### src/rtl/riscv_mem_responder.sv
// Memory-side responder for the Riscv141 icache/dcache request ports.
// Serialises a fetch and a data access onto one valid/ready backing-memory port.
// While a request is being serviced, stall is held high.
module riscv_mem_responder #(
    parameter int unsigned MAX_WAIT = 255,
    parameter int unsigned ADDR_W   = 32
) (
    input  logic              clk,
    input  logic              reset,
    input  logic [ADDR_W-1:0] icache_addr,
    input  logic              icache_re,
    output logic [31:0]       icache_dout,
    input  logic [ADDR_W-1:0] dcache_addr,
    input  logic              dcache_re,
    input  logic [3:0]        dcache_we,
    input  logic [31:0]       dcache_din,
    output logic [31:0]       dcache_dout,
    output logic              stall,
    output logic              mem_req_valid,
    input  logic              mem_req_ready,
    output logic [ADDR_W-1:0] mem_req_addr,
    output logic [3:0]        mem_req_we,
    output logic [31:0]       mem_req_data,
    input  logic              mem_resp_valid,
    input  logic [31:0]       mem_resp_data,
    output logic              mem_timeout
);

    localparam int unsigned CNT_W = $clog2(MAX_WAIT + 1);
    localparam int unsigned WA_W  = ADDR_W - 2;
    localparam logic [CNT_W-1:0] CNT_MAX = CNT_W'(MAX_WAIT);

    typedef enum logic [2:0] {
        IDLE    = 3'd0,
        ISSUE_I = 3'd1,
        WAIT_I  = 3'd2,
        ISSUE_D = 3'd3,
        WAIT_D  = 3'd4
    } state_e;

    state_e            state_q, state_d;
    logic              d_req_q, d_req_d;
    logic [WA_W-1:0]   i_addr_q, i_addr_d;
    logic [WA_W-1:0]   d_addr_q, d_addr_d;
    logic [3:0]        d_we_q, d_we_d;
    logic [31:0]       d_din_q, d_din_d;
    logic [CNT_W-1:0]  cnt_q, cnt_d;
    logic              timeout_q, timeout_d;
    logic [31:0]       idout_q, idout_d;
    logic [31:0]       ddout_q, ddout_d;
    logic              req_valid_q, req_valid_d;
    logic [ADDR_W-1:0] req_addr_q, req_addr_d;
    logic [3:0]        req_we_q, req_we_d;
    logic [31:0]       req_data_q, req_data_d;
    logic              stall_q, stall_d;

    logic              d_req_c;
    logic              waiting_c;
    logic              unused_addr_bits;

    // Low address bits are dropped: the backing memory is word addressed.
    assign unused_addr_bits = ^{icache_addr[1:0], dcache_addr[1:0]};

    assign d_req_c = dcache_re | (|dcache_we);

    // State and datapath registers.
    always_ff @(posedge clk or negedge reset) begin
        if (!reset) begin
            state_q     <= IDLE;
            d_req_q     <= 1'b0;
            i_addr_q    <= '0;
            d_addr_q    <= '0;
            d_we_q      <= '0;
            d_din_q     <= '0;
            cnt_q       <= '0;
            timeout_q   <= 1'b0;
            idout_q     <= '0;
            ddout_q     <= '0;
            req_valid_q <= 1'b0;
            req_addr_q  <= '0;
            req_we_q    <= '0;
            req_data_q  <= '0;
            stall_q     <= 1'b0;
        end else begin
            state_q     <= state_d;
            d_req_q     <= d_req_d;
            i_addr_q    <= i_addr_d;
            d_addr_q    <= d_addr_d;
            d_we_q      <= d_we_d;
            d_din_q     <= d_din_d;
            cnt_q       <= cnt_d;
            timeout_q   <= timeout_d;
            idout_q     <= idout_d;
            ddout_q     <= ddout_d;
            req_valid_q <= req_valid_d;
            req_addr_q  <= req_addr_d;
            req_we_q    <= req_we_d;
            req_data_q  <= req_data_d;
            stall_q     <= stall_d;
        end
    end

    // Next-state, request capture, watchdog and registered output values.
    always_comb begin
        state_d    = state_q;
        d_req_d    = d_req_q;
        i_addr_d   = i_addr_q;
        d_addr_d   = d_addr_q;
        d_we_d     = d_we_q;
        d_din_d    = d_din_q;
        cnt_d      = cnt_q;
        timeout_d  = timeout_q;
        idout_d    = idout_q;
        ddout_d    = ddout_q;
        req_addr_d = req_addr_q;
        req_data_d = req_data_q;
        req_we_d   = '0;
        waiting_c  = 1'b0;

        case (state_q)
            IDLE: begin
                if (icache_re || d_req_c) begin
                    i_addr_d = icache_addr[ADDR_W-1:2];
                    d_addr_d = dcache_addr[ADDR_W-1:2];
                    d_we_d   = dcache_we;
                    d_din_d  = dcache_din;
                    d_req_d  = d_req_c;
                end
                if (icache_re) begin
                    state_d = ISSUE_I;
                end else if (d_req_c) begin
                    state_d = ISSUE_D;
                end
            end
            ISSUE_I: begin
                if (mem_req_ready) begin
                    state_d = WAIT_I;
                    cnt_d   = '0;
                end
            end
            WAIT_I: begin
                if (mem_resp_valid) begin
                    idout_d = mem_resp_data;
                    state_d = d_req_q ? ISSUE_D : IDLE;
                end else begin
                    waiting_c = 1'b1;
                end
            end
            ISSUE_D: begin
                if (mem_req_ready) begin
                    state_d = WAIT_D;
                    cnt_d   = '0;
                end
            end
            WAIT_D: begin
                if (mem_resp_valid) begin
                    if (d_we_q == 4'b0000) begin
                        ddout_d = mem_resp_data;
                    end
                    d_req_d = 1'b0;
                    state_d = IDLE;
                end else begin
                    waiting_c = 1'b1;
                end
            end
            default: state_d = IDLE;
        endcase

        // Watchdog: saturating count of response-less WAIT cycles, sticky flag.
        if (waiting_c && (cnt_q != CNT_MAX)) begin
            cnt_d = cnt_q + CNT_W'(1);
            if (cnt_q == (CNT_MAX - CNT_W'(1))) begin
                timeout_d = 1'b1;
            end
        end

        req_valid_d = (state_d == ISSUE_I) || (state_d == ISSUE_D);
        if (state_d == ISSUE_I) begin
            req_addr_d = {i_addr_d, 2'b00};
        end else if (state_d == ISSUE_D) begin
            req_addr_d = {d_addr_d, 2'b00};
            req_we_d   = d_we_d;
            req_data_d = d_din_d;
        end
        stall_d = (state_d != IDLE);
    end

    assign icache_dout   = idout_q;
    assign dcache_dout   = ddout_q;
    assign stall         = stall_q;
    assign mem_req_valid = req_valid_q;
    assign mem_req_addr  = req_addr_q;
    assign mem_req_we    = req_we_q;
    assign mem_req_data  = req_data_q;
    assign mem_timeout   = timeout_q;

endmodule

### config.mk
export PLATFORM = sky130hd
export DESIGN_NAME = riscv_mem_responder
export DESIGN_NICKNAME = d
export VERILOG_FILES = /design/src/rtl/riscv_mem_responder.sv
export SDC_FILE = /design/constraint.sdc
export NUM_CORES = 1
export LEC_CHECK = 0
export ABC_AREA = 1
export CORE_MARGIN = 4
export CORE_UTILIZATION = 46
export CTS_BUF_LIST = sky130_fd_sc_hd__clkbuf_4 sky130_fd_sc_hd__clkbuf_8
export DETAILED_ROUTE_END_ITERATION = 10
export HOLD_SLACK_MARGIN = 0.06
export PLACE_DENSITY = 0.84
export SLEW_MARGIN = 20
export SYNTH_ARGS = -nofsm -noshare
export SYNTH_HDL_FRONTEND = slang
export SYNTH_SLANG_ARGS = --single-unit
### constraint.sdc
create_clock -name clk -period 1.71 [get_ports clk]
set_clock_uncertainty 0.15 [all_clocks]
set_input_delay 0.342 -clock clk [delete_from_list [all_inputs] [get_ports clk]]
set_output_delay 0.342 -clock clk [all_outputs]
set_load 0.03 [all_outputs]
==> results.tsv, run 1 <==
stage	metric	value	unit
power_and_ir_drop	VDD IR-drop max	1.025	mV
timing	TNS Setup	-17.00	ns
timing	Tmin final	1.998	ns
yosys	area share of and/or/nand/nor cells after synthesis	26.92	%
min_path	Hold Crit Class	primary input to async pin	
yosys	multiplexer area fraction after synthesis	0	%
die	I/O pins	273	
yosys	Post-synth ARST share	100.0	%
yosys	Seq/Total Area, Yosys	57.90	%
yosys	syn avg cell area	8.332	um2
timing	Hold Slack	0.1620	ns
timing	fin crit share	116.9	%
final_layout	share of cells above drive strength 1	31.58	%
timing	final slew viol count	0	
yosys	cell area after synthesis	10410	um2
clock_tree	clock sink count	241	
timing	Max Clk Rate	500.4	MHz
final_layout	fin util	72.21	%
global_route	GR Overflow Total	0	
yosys	Yosys reg bits	241	
route	WL/cell	18.31	um
yosys	cell count after synthesis	1250	
route	DRC	0	
timing	final hold vios	0	
die	Die ar.	25110	um2
die	Site Rows	54	
die	placeable core region	22030	um2
run_status	outcome	finished with violations	
critical_path	CP max FO	5	
global_route	Total GRT Usage	25.30	%
route	routed via count	10030	
run_status	failing checks	setup timing	
final_layout	final cell count without fillers	1934	
yosys	Post-synth top cells	nand2_1 (463), dfrtp_1 (241), inv_1 (192)	
global_route	first-pass GRT wire length	50540	um
global_route	number of global-route vias before repair	9932	
placed_design	post-detail-place hpwl	20510	um
critical_path	worst path arrival time	2.27	ns
power_and_ir_drop	P_leak	8.465	nW
route	Pre-antenna DRT Iters	5	
final_layout	nets	1759	
route	antenna-violating nets left	0	
yosys	Synth cell types	33	
yosys	main combinational cell family by area after synthesis	simple AND/OR/NAND/NOR gates	
timing	Worst Slack Setup Final	-0.2882	ns
clock_tree	Max Buffers Root-to-Sink	3	
critical_path	crit end category	flop	
yosys	ys flop type	dfrtp_1	
route	DR vias/cell	5.186	
power_and_ir_drop	pwr/cell area	2181	nW/um2
yosys	Post-Synth XOR/XNOR Area	0.1682	%
clock_tree	H-tree Lvls	2	
yosys	synth top area cells	dfrtp_1 (58%), nand2_1 (17%), inv_1 (6.9%)	
final_layout	filler instances	1476	
placed_design	# placed instances	1801	
route	final wirelength	35410	um
critical_path	Critical Path Start Type	flop	
clock_tree	CTS tree	done	
die	Die Ht	158.5	um
die	Starting Density	47.28	%
critical_path	Req. time, crit path	1.99	ns
yosys	synth warn	0	
yosys	top-area cell type share of the netlist area	57.90	%
clock_tree	TritonCTS Buffers	41	
timing	unrepaired setup endpoints after global routing	true	
critical_path	kind of critical path	flop to flop	
global_route	largest net degree at the start of global routing	65	
power_and_ir_drop	total power	34.69	mW
final_layout	Synth-to-Final Area Change	52.70	%
timing	final number of setup-violating endpoints	184	
global_route	initial antenna violation count	4	
clock_tree	CTS Root Cell	clkbuf_8	
clock_tree	Clk pin slew, worst setup/hold paths	0.06	ns
yosys	Post-Synth Adder-Cell Area	0.2403	%
yosys	Synth area leader	dfrtp_1	
clock_tree	clk_lat worst skew	0.54	ns
route	Initial DRC Count	881	
yosys	EDFF count, synth	0	
flow_run	# Max-Cap Violations	0	
placed_design	GPL Wtd Cong	0.8397	
die	Die Wd	158.5	um
yosys	Synth Area in Compound Gates	4.277	%
yosys	count leader, synth	nand2_1	
placed_design	PortBufs	266	
## metal layers
layer	routed length, um	global-route usage [%]	up-vias	part of all wire (%)
met1	13300	31.82	4788	38
met5	0	0	-	0
li1	-	-	4566	-
met2	17640	42.22	535	50
met4	1725	11.98	0	4.9
met3	2745	5.001	141	7.8
## through the flow
stage	instance area, um2	worst slack [ns]
floorplan	10420	0.03147
global placement	13850	-0.6140
detailed placement	13850	-0.6873
CTS	14990	-0.1209
global route	15900	-0.3649
finish	15900	-0.2882
## what timing repair did
| item | CTS | global route |
|---|---|---|
| gates resized for setup | 702 | 219 |
| buffers inserted | 28 | 8 |
| hold buffers | 1 | 0 |
| hold endpoints to repair | 241 | 0 |
| setup endpoints to repair | 270 | 220 |
| pin swaps | 47 | 56 |
| gates cloned | 10 | 10 |
## registers in the layout, indices dropped and copies added (netlist names), 3 cells and up
register      count
cnt_q             8
d_addr_q         30
d_din_q          32
d_we_q            4
dcache_dout      32
i_addr_q         30
icache_dout      32
mem_req_addr     30
mem_req_data     32
mem_req_we        4
state_q           3
## cell type report
cell class	count	area [um2]	area share, %
Inverter	198	763.2	4.799
Antenna cell	4	10.01	0.06294
Sequential cell	241	6033	37.94
Multi-Input combinational cell	749	4098	25.77
Timing Repair Buffer	388	3769	23.70
Tap cell	280	350.3	2.203
Clock buffer	69	843.3	5.302
Clock inverter	5	37.54	0.2360
## critical path, cell delays in order (launching register included)
cell       delay (ns)
dfrtp_2          0.46
nor3_4           0.31
buf_6            0.15
buf_6            0.10
buf_12           0.13
clkbuf_16        0.14
nand3b_1         0.11
nand2_1          0.14
nand2_1          0.07
nand3_1          0.07
nand2_1          0.04
## layout by cell type (no fill, tap or decap), types with 34 or more instances in the layout
cell             synthesis  routed
nand2_1                463     363
dfrtp_1                241     239
inv_1                  192     185
clkdlybuf4s50_1          0     132
buf_2                   31     112
nand3_1                134      95
nand2_2                  1      79
buf_4                    7      59
clkbuf_8                 0      52
o21ai_0                 72      34
## logic make-up after synthesis
family / after synthesis
simple gates: 656
buf+inv: 264
flops: 241
compound gates: 84
xor+xnor: 2
fa+ha+maj: 2
other cells: 1
## power by group
part	leakage, nW	switching (mW)	total (mW)	internal, mW
sequential	2.96	1.33	9.60	8.27
clock	0.465	2.32	5.44	3.12
combinational	5.04	11.9	19.7	7.73
total	8.46	15.6	34.7	19.1
## worst paths after layout
kind / from / end / slack, ns / cells past startpoint
max reg2reg: state_q[0] / mem_req_addr[25] / -0.29 / 10
min reg2reg: d_din_q[12] / d_din_q[12] / 0.32 / 2
min in group clk: mem_resp_data[8] / dcache_dout[8] / 0.21 / 3
max: state_q[0] / mem_req_addr[25] / -0.29 / 10
min: reset / d_addr_q[22] / 0.16 / 2
max in group asynchronous: reset / state_q[0] / 0.64 / 3
No activity file was read; power rests on OpenSTA's default activity.
==> run 2: changes to the inputs <==
--- a/config.mk
+++ b/config.mk
@@ -5,13 +5,12 @@
 export SDC_FILE = /design/constraint.sdc
 export NUM_CORES = 1
 export LEC_CHECK = 0
-export ABC_AREA = 1
 export CORE_MARGIN = 4
-export CORE_UTILIZATION = 46
+export CORE_UTILIZATION = 45
 export CTS_BUF_LIST = sky130_fd_sc_hd__clkbuf_4 sky130_fd_sc_hd__clkbuf_8
 export DETAILED_ROUTE_END_ITERATION = 10
 export HOLD_SLACK_MARGIN = 0.06
-export PLACE_DENSITY = 0.84
+export PLACE_DENSITY = 0.83
 export SLEW_MARGIN = 20
 export SYNTH_ARGS = -nofsm -noshare
 export SYNTH_HDL_FRONTEND = slang
==> results.tsv, run 2 <==
stage	metric	value	unit
power_and_ir_drop	Sw Ratio	38.65	%
clock_tree	Max Buffers Root-to-Sink	3	
final_layout	most frequent cells in the layout	dfrtp_1 (239), buf_2 (129), clkdlybuf4s50_1 (128)	
clock_tree	CTS tree	done	
final_layout	Multi-input gate area	4762	um2
route	Pre-antenna DRT Iters	4	
critical_path	Critical Path Start Type	flop	
die	Die ar.	25070	um2
timing	final slew viol count	0	
critical_path	reg2reg end	mem_req_data[15]	
power_and_ir_drop	Flop pwr share	28.2	%
placed_design	PortBufs	266	
global_route	met1 Resource Use GR	29.09	%
power_and_ir_drop	Clock Power Share	15.4	%
critical_path	reg2reg setup slack	-0.41	ns
placed_design	GPL Wtd Cong	0.8030	
power_and_ir_drop	total power	35.52	mW
timing	Worst Slack Setup Final	-0.4121	ns
global_route	largest net degree at the start of global routing	52	
critical_path	worst path arrival time	2.40	ns
clock_tree	clock sink count	241	
critical_path	kind of critical path	flop to flop	
yosys	Synth area leader	dfrtp_1	
die	Starting Density	46.18	%
yosys	top-area cell type share of the netlist area	59.29	%
placed_design	post-detail-place hpwl	18070	um
critical_path	CP max FO	5	
yosys	cell area after synthesis	10170	um2
timing	actual slew at the worst max-slew pin	0.5124	ns
timing	Max Clk Rate	471.2	MHz
power_and_ir_drop	Sw Pwr	13.73	mW
die	Die Ht	158.3	um
yosys	ys flop type	dfrtp_1	
yosys	syn avg cell area	13.51	um2
route	antenna-violating nets left	0	
global_route	GR Util met3	5.491	%
clock_tree	Clk pin slew, worst setup/hold paths	0.06	ns
global_route	Total GRT Usage	24.18	%
final_layout	FF+latch area	6033	um2
run_status	failing checks	setup timing	
die	I/O pins	273	
clock_tree	H-tree Lvls	2	
critical_path	R2R cell count	7	
final_layout	nets	1261	
power_and_ir_drop	combinational share of power	56.4	%
final_layout	filler instances	1432	
yosys	cell count after synthesis	753	
global_route	grt met2 use	41.88	%
die	Site Rows	54	
die	placeable core region	22030	um2
timing	Tmin final	2.122	ns
yosys	Seq/Total Area, Yosys	59.29	%
yosys	Post-synth ARST share	100.0	%
clock_tree	CTS Root Cell	clkbuf_8	
clock_tree	TritonCTS Buffers	42	
final_layout	Synth-to-Final Area Change	54.44	%
critical_path	Req. time, crit path	1.99	ns
timing	Hold Slack	0.1555	ns
yosys	synth top area cells	dfrtp_1 (59%), mux2_1 (15%), mux2_4 (4.0%)	
power_and_ir_drop	Cell Int Power	21.79	mW
global_route	number of global-route vias before repair	8501	
critical_path	crit end category	flop	
global_route	first-pass GRT wire length	47590	um
yosys	Post-synth top cells	dfrtp_1 (241), mux2_1 (131), nand2_1 (38)	
global_route	initial antenna violation count	3	
route	DR vias/cell	5.520	
power_and_ir_drop	pwr/cell area	2261	nW/um2
yosys	synth warn	0	
yosys	count leader, synth	dfrtp_1	
global_route	most used routing layer	met2	
route	routed via count	7910	
yosys	Yosys reg bits	241	
flow_run	# Max-Cap Violations	0	
power_and_ir_drop	VDD IR-drop max	1.482	mV
run_status	outcome	finished with violations	
power_and_ir_drop	P_leak	7.280	nW
route	Initial DRC Count	412	
route	final wirelength	32620	um
timing	unrepaired setup endpoints after global routing	true	
min_path	Hold Crit Class	primary input to async pin	
yosys	Synth cell types	49	
route	DRC	0	
timing	Worst slew margin	65.52	%
yosys	EDFF count, synth	0	
clock_tree	clk_lat worst skew	0.54	ns
timing	final number of setup-violating endpoints	233	
global_route	GR Overflow Total	0	
critical_path	RR Startpoint	state_q[2]	
final_layout	share of cells above drive strength 1	47.17	%
route	WL/cell	22.76	um
timing	final hold vios	0	
timing	fin crit share	124.1	%
die	Die Wd	158.3	um
final_layout	commonest non-fill, non-tap cell in the layout	dfrtp_1	
==> run 2: changes by cell type in the layout (fill, tap and decap cells not counted), sizes merged, moves of 15 or more <==
| cell | previous run | this run |
|---|---|---|
| inv | 200 | 8 |
| a2bb2oi | 0 | 28 |
| nand2 | 470 | 38 |
| a211oi | 0 | 30 |
| nand3b | 29 | 2 |
| o21a | 3 | 29 |
| nor2 | 19 | 38 |
| clkdlybuf4s15 | 20 | 5 |
| nand3 | 134 | 5 |
| o21ai | 74 | 37 |
| mux2 | 0 | 192 |
==> run 2: layer usage <==
layer  share of wire [%]  vias to the layer above
met5                   0                        -
met4                 4.7                        0
met3                 6.6                       98
met2                  51                      320
met1                  38                     4021
li1                    -                     3471
==> run 2: cell families after synthesis <==
family | count (synthesis) | synth area share [%]
other cells | 1 | 0.03687
fa+ha+maj | 2 | 0.2460
compound gates | 145 | 10.09
simple gates | 114 | 5.277
flops | 241 | 59.29
xor+xnor | 1 | 0.08613
mux | 192 | 22.25
buf+inv | 57 | 2.719
==> run 2: metrics by stage <==
stage | util (%) | area [um2] | instances | setup TNS [ns] | setup slack, ns
finish | 71.31 | 15710 | 1433 | -58.52 | -0.4121
global route | 71.30 | 15710 | 1432 | -71.29 | -0.4647
CTS | 69.43 | 15290 | 1416 | -53.54 | -0.3730
detailed placement | 61.67 | 13580 | 1309 | -177.31 | -1.033
global placement | 61.67 | 13580 | 1309 | -174.30 | -1.017
floorplan | - | 10290 | 754 | -64.79 | -0.5170
==> run 2: worst max-delay path by stage <==
| stage | start | end | slack, ns | depth (start not counted) |
|---|---|---|---|---|
| 5_1_grt | state_q[2] | mem_req_addr[19] | -0.46 | 9 |
| 2_1_floorplan | dcache_we[3] | mem_req_data[4] | -0.52 | 6 |
| 3_3_place_gp | dcache_we[3] | mem_req_data[0] | -1.02 | 6 |
| 4_1_cts | state_q[1] | stall | -0.37 | 7 |
| 6_report | state_q[2] | mem_req_data[15] | -0.41 | 7 |
| 3_5_place_dp | dcache_we[3] | mem_req_data[0] | -1.03 | 6 |
==> run 2: worst max-delay path, stage by stage (launching register included) <==
cell	delay [ns]
dfrtp_1	0.43
nor3_2	0.21
buf_4	0.16
o31a_4	0.18
buf_12	0.15
buf_16	0.15
mux2_4	0.31
mux2_4	0.26
==> run 2: power by group through the flow <==
stage	Sequential [mW]	Clock (mW)	Combinational (mW)
after floorplan	12.3	0	7.02
after global placement	9.71	0	14.8
after detailed placement	9.83	0	15.1
after CTS	9.84	5.56	18.2
after global routing	10.3	5.88	21.0
final	10.0	5.47	20.0
==> run 2: final cells by class <==
cell class / instances / share of cell area (%)
Sequential cell: 241 / 38.41
Multi-Input combinational cell: 456 / 30.32
Timing Repair Buffer: 374 / 23.24
Clock buffer: 64 / 5.130
Tap cell: 280 / 2.230
Clock inverter: 8 / 0.4620
Inverter: 6 / 0.1434
Antenna cell: 4 / 0.06372
==> run 2: what timing repair did <==
action,CTS,global route
gates cloned,16,6
endpoints found under the setup margin,369,264
setup buffers,17,9
gates resized for setup,768,132
hold buffers,3,0
pin swaps,24,28
endpoints found under the hold margin,244,0
==> edit, RTL diff (config.mk and constraints of run 2) <==
Set the parameter `MAX_WAIT` to 510 (it was 255).
--- a/src/rtl/riscv_mem_responder.sv
+++ b/src/rtl/riscv_mem_responder.sv
@@ -2,7 +2,7 @@
 // Serialises a fetch and a data access onto one valid/ready backing-memory port.
 // While a request is being serviced, stall is held high.
 module riscv_mem_responder #(
-    parameter int unsigned MAX_WAIT = 255,
+    parameter int unsigned MAX_WAIT = 510,
     parameter int unsigned ADDR_W   = 32
 ) (
     input  logic              clk,
Check against the original RTL: no difference found for any inputs over 4 cycles, from zero or initial values and one cycle with reset low; that may be too few to reach the edited logic, so the function may still have changed.
==> edit against run 2 <==
- the run still ends with negative setup slack left
- final area down 3.8%
- worst setup slack worse by 0.034 ns
- sequential cell count up 1
- area after synthesis down 6.2%
- power down 1.8%
- wire length down 7.6%
==> edit: results (changes against run 2) <==
| Metric | Value |
|---|---|
| Status | finished with violations |
| Failing checks | negative setup slack |
| Placed cell area | 13200 sq um (-2.8%) |
| Synthesis Warnings | 0 (unchanged) |
| Leak | 7.35 nW (+0.96%) |
| Crit path max fanout | 7 (+2) |
| Final net count | 1183 (-6.2%) |
| Cell variety after synth | 43 (-12%) |
| Synth Area in Adders | 0.393% (+0.15 points) |
| Worst hold path type | in -> reg |
| Final WL | 30.2 mm (-7.6%) |
| CP max stage cell | dfrtp_2 |
| Vias per Instance | 5.16 (-6.5%) |
| CP delay by family, top | buffers and inverters |
| GP Congestion | 0.792 (-1.3%) |
| XOR/XNOR Fraction of Synth Area | 0% (-0.086 points) |
| Worst flop-to-flop path endpoint | mem_req_data[12] |
| Synth Area in Compound Gates | 3.96% (-6.1 points) |
| Total track usage | 24.1% (-0.076 points) |
| Final setup viols | 233 (unchanged) |
| CTS Buf Count | 39 (-7.1%) |
| Setup ws final | -0.446 ns (-0.0335 ns) |
| List of most frequent post-synthesis cells | 242 x dfrtp_1, 185 x mux2_2, 50 x nand2_1 |
| Dpl hpwl | 17.5 mm (-3.4%) |
| Place WS | -1.09 ns (-0.0537 ns) |
| First DRT Iteration DRCs | 224 (-46%) |
| Vias in the first global route | 7805 (-8.2%) |
| Setup TNS | -42.48 ns (+16.04 ns) |
| Path depth of the worst reg2reg path | 9 (+2) |
| First-pass GRT wire length | 45.0 mm (-5.5%) |
| Clk Latency, worst-skew pair | 0.52 ns (-0.02 ns) |
| Largest net degree at the start of global routing | 49 (-5.8%) |
| Layout cells sized above 1 | 51.9% (+4.7 points) |
| VDD IR max | 1630 uV (+10%) |
edit: cell count changes in the layout (fill, tap and decap cells not counted), sizes merged, moves of 5 or more:
| cell | delta |
|---|---|
| a2bb2oi | -27 |
| nor2 | -33 |
| a211oi | -30 |
| mux2i | +31 |
| a211o | +5 |
| nand2 | +12 |
| clkdlybuf4s15 | +15 |
| o21a | -29 |
edit: report_power, final:
part           switching [mW]  internal [mW]
clock network            2.28           3.66
registers                1.35           8.58
logic                    9.32           9.68
edit: kinds of logic after synthesis:
logic type | Yosys count
flops | 242
mux | 220
simple gates | 87
compound gates | 55
buf+inv | 39
fa+ha+maj | 3
other cells | 1
edit: cell type report:
class / instances / area [sq um] / area share, %
timing repair buffer: 385 / 3780 / 25.0
multi-input combinational: 368 / 3950 / 26.1
sequential: 242 / 6060 / 40.1
tap: 275 / 344 / 2.28
antenna: 1 / 2.50 / 0.0166
clock buffer: 62 / 785 / 5.19
clock inverter: 7 / 160 / 1.06
inverter: 6 / 32.5 / 0.215
edit: worst register-to-register path: cells and delay by family (launching register included):
| kind | cells | cell delay [ns] |
|---|---|---|
| multiplexers | 1 | 0.31 |
| AND/OR/NAND/NOR | 1 | 0.20 |
| AO/OA/AOI/OAI | 2 | 0.24 |
| flip-flops | 1 | 0.43 |
| buffers and inverters | 5 | 0.71 |
edit: what timing repair did:
| item | CTS | global route |
|---|---|---|
| endpoints found under the hold margin | 245 | 0 |
| pin swaps | 22 | 32 |
| cloned | 16 | 7 |
| endpoints found under the setup margin | 369 | 318 |
| gates resized for setup | 642 | 234 |
| setup buffers | 26 | 14 |
| hold buffers | 3 | 0 |
edit: stage by stage:
| step | instances | hold WS (ns) |
|---|---|---|
| floorplan | 648 | -0.104 |
| global placement | 1224 | 0.108 |
| detailed placement | 1224 | 0.104 |
| CTS | 1337 | 0.156 |
| global route | 1346 | 0.156 |
| finish | 1346 | 0.162 |
edit: worst max-delay path by stage:
stage / startpoint / end / slack, ns
global route: state_q[2] / mem_req_data[12] / -0.48
detailed placement: dcache_we[3] / mem_req_addr[15] / -1.09
CTS: state_q[1] / mem_req_data[12] / -0.53
finish: state_q[2] / mem_req_data[12] / -0.45
floorplan: dcache_we[3] / mem_req_data[10] / -0.58
global placement: dcache_we[3] / mem_req_data[8] / -1.02
edit: routing by layer:
| layer | up-vias | GRT usage (%) | wire length, um |
|---|---|---|---|
| met5 | - | 0 | 31 |
| met4 | 4 | 9.17 | 820 |
| met3 | 61 | 7.99 | 2230 |
| met2 | 272 | 41.7 | 15400 |
| met1 | 3540 | 27.9 | 11700 |
| li1 | 3070 | - | - |
